$ cat config.mk
export PLATFORM = sky130hd
export DESIGN_NAME = player_ctrl
export DESIGN_NICKNAME = d
export VERILOG_FILES = /design/src/rtl/pong_pkg.sv /design/src/rtl/sync_2ff.sv /design/src/rtl/player_ctrl.sv
export SDC_FILE = /design/constraint.sdc
export NUM_CORES = 1
export LEC_CHECK = 0
export CORE_ASPECT_RATIO = 1.5
export CORE_MARGIN = 5
export CORE_UTILIZATION = 47
export DETAILED_ROUTE_END_ITERATION = 7
export HOLD_SLACK_MARGIN = 0.06
export PLACE_DENSITY = 0.79
export SETUP_SLACK_MARGIN = 0.3
export SYNTH_ARGS = -nofsm -noshare
export SYNTH_HDL_FRONTEND = slang
export SYNTH_SLANG_ARGS = --single-unit
$ cat constraint.sdc
create_clock -name px_clk -period 3.55 [get_ports px_clk]
set_clock_uncertainty 0.1 [all_clocks]
set_input_delay 0.71 -clock px_clk [delete_from_list [all_inputs] [get_ports px_clk]]
set_output_delay 0.71 -clock px_clk [all_outputs]
set_load 0.05 [all_outputs]
$ cat src/rtl/pong_pkg.sv
// Shared constants for the pong video pipeline: stream bit-fields, screen and
// paddle geometry, and the paddle direction FSM state type.
package pong_pkg;

  localparam int STREAM_W   = 26;
  localparam int ACTIVE_BIT = 0;
  localparam int VS_BIT     = 1;
  localparam int HS_BIT     = 2;
  localparam int YC_LSB     = 3;
  localparam int YC_MSB     = 12;
  localparam int XC_LSB     = 13;
  localparam int XC_MSB     = 22;
  localparam int RGB_LSB    = 23;
  localparam int RGB_MSB    = 25;

  localparam int SCREEN_W    = 800;
  localparam int SCREEN_H    = 600;
  localparam int PLAYER_SIZE = 80;

  typedef enum logic [1:0] {
    IDLE = 2'd0,
    UP   = 2'd1,
    DOWN = 2'd2
  } player_state_t;

endpackage

$ cat src/rtl/sync_2ff.sv
// Two-flop synchroniser for a vector of independent asynchronous inputs.
// Each bit is synchronised on its own; there is no cross-bit coherency.
module sync_2ff #(
  parameter int WIDTH = 1
) (
  input  logic             i_clk,
  input  logic             i_rst_n,
  input  logic [WIDTH-1:0] i_d,
  output logic [WIDTH-1:0] o_q
);

  logic [WIDTH-1:0] r_meta;
  logic [WIDTH-1:0] r_sync;

  always_ff @(posedge i_clk or negedge i_rst_n) begin
    if (!i_rst_n) begin
      r_meta <= '0;
      r_sync <= '0;
    end else begin
      r_meta <= i_d;
      r_sync <= r_meta;
    end
  end

  assign o_q = r_sync;

endmodule

$ cat src/rtl/player_ctrl.sv
// Paddle position controller: buttons sampled once per frame on the VS rising
// edge, clamped movement. Define PLAYER_ACCEL_EN to ramp the step while held.
module player_ctrl
  import pong_pkg::*;
#(
  parameter int pos_limit   = SCREEN_H,
  parameter int size_player = PLAYER_SIZE,
  parameter int pos_init    = 260,
  parameter int step_min    = 2,
  parameter int step_max    = 8
) (
  input  logic                px_clk,
  input  logic                rst_n,
  input  logic [STREAM_W-1:0] strRGB_i,
  input  logic                btn_up,
  input  logic                btn_down,
  output logic [9:0]          pos,
  output logic                moving,
  output logic                at_limit
);

  localparam logic [10:0] POS_MAX       = 11'(pos_limit - size_player);
  localparam logic [10:0] POS_INIT      = 11'(pos_init);
  localparam logic [10:0] STEP_MIN      = 11'(step_min);
  localparam logic [10:0] STEP_MAX      = 11'(step_max);
  localparam logic        AT_LIMIT_INIT = (POS_INIT == 11'd0) || (POS_INIT == POS_MAX);

  logic [1:0]    w_btn;
  logic          w_tick;
  logic          w_unused;
  player_state_t w_next;
  logic [10:0]   w_pos;
  logic [10:0]   w_step;
  logic [10:0]   w_pos_next;

  logic          r_vs_d;
  player_state_t r_state;
  logic [9:0]    r_pos;
  logic          r_moving;
  logic          r_at_limit;

  sync_2ff #(.WIDTH(2)) u_btn_sync (
    .i_clk   (px_clk),
    .i_rst_n (rst_n),
    .i_d     ({btn_down, btn_up}),
    .o_q     (w_btn)
  );

  assign w_tick   = strRGB_i[VS_BIT] & ~r_vs_d;
  assign w_pos    = {1'b0, r_pos};
  assign w_unused = ^{strRGB_i[STREAM_W-1:VS_BIT+1], strRGB_i[ACTIVE_BIT], STEP_MAX};

  always_comb begin
    w_next = IDLE;
    case (w_btn)
      2'b01:   w_next = UP;
      2'b10:   w_next = DOWN;
      default: w_next = IDLE;
    endcase
  end

`ifdef PLAYER_ACCEL_EN
  logic [10:0] r_spd;
  logic [10:0] w_spd_next;

  always_comb begin
    w_step     = (w_next != r_state) ? STEP_MIN : r_spd;
    w_spd_next = STEP_MIN;
    if (w_next != IDLE)
      w_spd_next = (w_step + 11'd1 > STEP_MAX) ? STEP_MAX : w_step + 11'd1;
  end

  always_ff @(posedge px_clk or negedge rst_n) begin
    if (!rst_n)
      r_spd <= STEP_MIN;
    else if (w_tick)
      r_spd <= w_spd_next;
  end
`else
  assign w_step = STEP_MIN;
`endif

  // Clamp at both ends instead of wrapping; 11 bits keeps pos + step exact.
  always_comb begin
    w_pos_next = w_pos;
    case (w_next)
      UP:      w_pos_next = (w_pos < w_step) ? 11'd0 : w_pos - w_step;
      DOWN:    w_pos_next = (w_pos + w_step > POS_MAX) ? POS_MAX : w_pos + w_step;
      default: w_pos_next = w_pos;
    endcase
  end

  always_ff @(posedge px_clk or negedge rst_n) begin
    if (!rst_n) begin
      r_vs_d     <= 1'b0;
      r_state    <= IDLE;
      r_pos      <= POS_INIT[9:0];
      r_moving   <= 1'b0;
      r_at_limit <= AT_LIMIT_INIT;
    end else begin
      r_vs_d <= strRGB_i[VS_BIT];
      if (w_tick) begin
        r_state    <= w_next;
        r_pos      <= w_pos_next[9:0];
        r_moving   <= (w_next != IDLE);
        r_at_limit <= (w_pos_next == 11'd0) || (w_pos_next == POS_MAX);
      end
    end
  end

  assign pos      = r_pos;
  assign moving   = r_moving;
  assign at_limit = r_at_limit;

endmodule

==> metrics.yaml <==
outcome:
  outcome: "finished clean"
clock_tree:
  clk_latency_ns: 0.24
  holdBufCountCts: 0
  path_clk_slew_ns: 0.06
  cts_buffers: 3
  htree_num_levels: 1
  cts-root-buf: "clkbuf_8"
  clockBufferDepth: 2
  cts_tree: "built"
  clock-sinks: 17
critical_path:
  critPathArrivalTime_ns: 3.08
  critPathRequiredTime_ns: 3.62
  end_kind: "flop"
  r2r_cells: 10
  worst_r2r_endpoint: "at_limit"
  critPathKind: "flop to flop"
  rrSetupSlack_ns: 0.54
  rr_startpoint: "pos[1]"
  cp-start-kind: "flop"
  crit_fanout: 10
grt:
  grt_pass1_wl_mm: 6.31
  grtUsageTotal_pct: 19.5
  grt_pass1_vias: 1348
  overflow: 0
  grt_antenna_before_repair: 0
  grt_max_degree: 19
routing:
  routedWlPerCell_um: 16.3
  viasPerCell: 6.21
  first_pass_iters: 4
  vias: 1361
  finalWirelength_mm: 3.58
  final_antenna_net_count: 0
  drtIter0Drc: 60
  drc: 0
finish:
  fin_cells: 219
  n_antenna_cell: 0
  nNetsFinal: 215
  fin_area_mm2: 0.00163
  drive_gt1_share_pct: 13.9
  synthToLayoutAreaGrowth_pct: 17.4
place:
  numPortBuffers: 16
  post-place-cells: 215
  dp_hpwl_mm: 2.70
  dpl-instance-area_mm2: 0.00156
  place_congestion: 0.950
power:
  report.power.total_w: 0.000901
  power_leakage_nw: 0.606
  ir_drop_v: 0.000368
  p_per_area_mw_per_mm2: 553
logic_synthesis:
  ys.flop_type: "dfrtp_1"
  synth_top_area_share_pct: 27.1
  seq_area_frac_synth_pct: 30.9
  synth.avg_cell_area_um2: 8.20
  yosys.area.top_type: "dfrtp_1"
  synth_seq_cells: 17
  syn_nets: 203
  async_flop_share_pct: 100
  synth_edf_count: 0
  synthesis.area_mm2: 0.00139
  yosys-top-cells-area: "dfrtp_1 (27%), a21oi_1 (5.4%), nand2_1 (4.3%), nor2_1 (4.1%), o21ai_0 (4.0%)"
  netlist_instances: 169
  yosysWarningCount: 0
  ys_types: 56
sta:
  min_period_over_period_pct: 84.8
  hold_violations: 0
  holdWs_ns: 0.251
  max_freq_mhz: 332
  tns_ns: 0
  setup-violations-final: 0
  rsz0062_at_grt: "false"
  relSlewSlack_pct: 52.2
  worst_pin_slew_ns: 0.714
  finalCriticalPeriod_ns: 3.01
  maxSlewViolCount: 0
worst_hold_path:
  hold_path_depth: 0
  hold_end: "u_btn_sync.o_q[1]"
  min_from: "u_btn_sync.r_meta[1]"
  hp-class: "flop to flop"
floorplanning:
  die_y_um: 76.5
  dieArea_mm2: 0.00416
  dieWidth_um: 54.3
  coreArea_mm2: 0.00288
  start_util_pct: 48.1
  num_rows: 24
  io_pins: 42
run:
  drv_cap: 0
placed cells by master (no fill, tap or decap), drive strengths merged, types with 2 or more instances in the layout:
cell type,instances
nand2,17
clkdlybuf4s50,16
nor2,15
a21oi,15
dfrtp,15
o21ai,12
inv,7
nand3,5
or3,4
o221ai,4
ha,4
nand2b,3
a31oi,3
o211ai,3
mux2,3
clkbuf,3
buf,3
or2,3
nand4,2
and4,2
xor2,2
o31ai,2
o2111ai,2
o21a,2
a22oi,2
a21boi,2
a221o,2
xnor2,2
dfstp,2
o41ai,2
or4,2
stage by stage:
step	setup slack, ns	util [%]
final	0.540	56.5
after global routing	0.366	56.5
after CTS	0.455	55.6
after detailed placement	0.494	54.0
after global placement	0.506	54.0
after floorplan	0.561	-
cell usage after synthesis, drive strengths merged, types with 3 or more instances:
cell type and number:
or3 4, dfrtp 15, nand2b 3, nand2 17, or2 3, o21ai 12, nand3 5, mux2 3
nor2 15, o221ai 4, a31oi 3, o211ai 3, buf 6, a21oi 15, inv 7, clkbuf 6
ha 4
sequential cells by signal (all words and copies together) (netlist names):
register and count:
pos 10, u_btn_sync.o_q 2, u_btn_sync.r_meta 2, at_limit 1, moving 1, r_vs_d 1
cell families after synthesis:
family / Yosys count / share of synthesized area, %
AO/OA/AOI/OAI: 61 / 30.5
AND/OR/NAND/NOR: 61 / 23.7
buffers and inverters: 19 / 6.32
flip-flops: 17 / 30.9
XOR/XNOR: 4 / 2.53
adder cells (fa/ha/maj): 4 / 3.61
multiplexers: 3 / 2.44
where the power goes:
| part | leakage [nW] | switching (W) | total [W] | internal, W |
|---|---|---|---|---|
| Sequential | 0.205 | 0.0000841 | 0.000310 | 0.000226 |
| Clock | 0.0255 | 0.0000589 | 0.000136 | 0.0000776 |
| Combinational | 0.376 | 0.000278 | 0.000454 | 0.000176 |
| Total | 0.606 | 0.000421 | 0.000901 | 0.000480 |
worst max-delay path: stages (launching register included):
cell and delay, ns:
dfrtp_2 0.47, inv_1 0.10, ha_1 0.25, or4b_4 0.53, or2_4 0.28, nand2_2 0.08, nand3_2 0.09, mux2_2 0.30
a221o_1 0.30, nor4b_2 0.24, a2bb2oi_1 0.19
worst max path at each step:
stage,from,to,depth (start not counted)
floorplan,pos[1],at_limit,10
global placement,pos[2],at_limit,9
detailed placement,pos[2],at_limit,9
CTS,pos[2],at_limit,9
global route,pos[1],at_limit,10
finish,pos[1],at_limit,10
layer usage:
layer | share of wire (%) | global-route usage (%) | vias up
met4 | 4.5 | 9.48 | 0
met1 | 39 | 25.4 | 627
met5 | 0 | 0 | -
li1 | - | - | 657
met3 | 4.2 | 2.15 | 20
met2 | 52 | 30.6 | 57
cell type report:
cell class | instances | area (um2)
fillers | 261 | 1250
multi-input cells | 133 | 895
flip-flops and latches | 17 | 429
repair buffers | 19 | 183
well taps | 39 | 48.8
clock buffers | 3 | 41.3
inverters | 7 | 26.3
clock inverters | 1 | 5.00
what timing repair did:
action / 4_1_cts / 5_1_grt
resized for setup: 0 / 6
hold endpoints to repair: 0 / 0
endpoints found under the setup margin: 0 / 2
buffers inserted: 0 / 0
No activity file was read; power rests on OpenSTA's default activity.
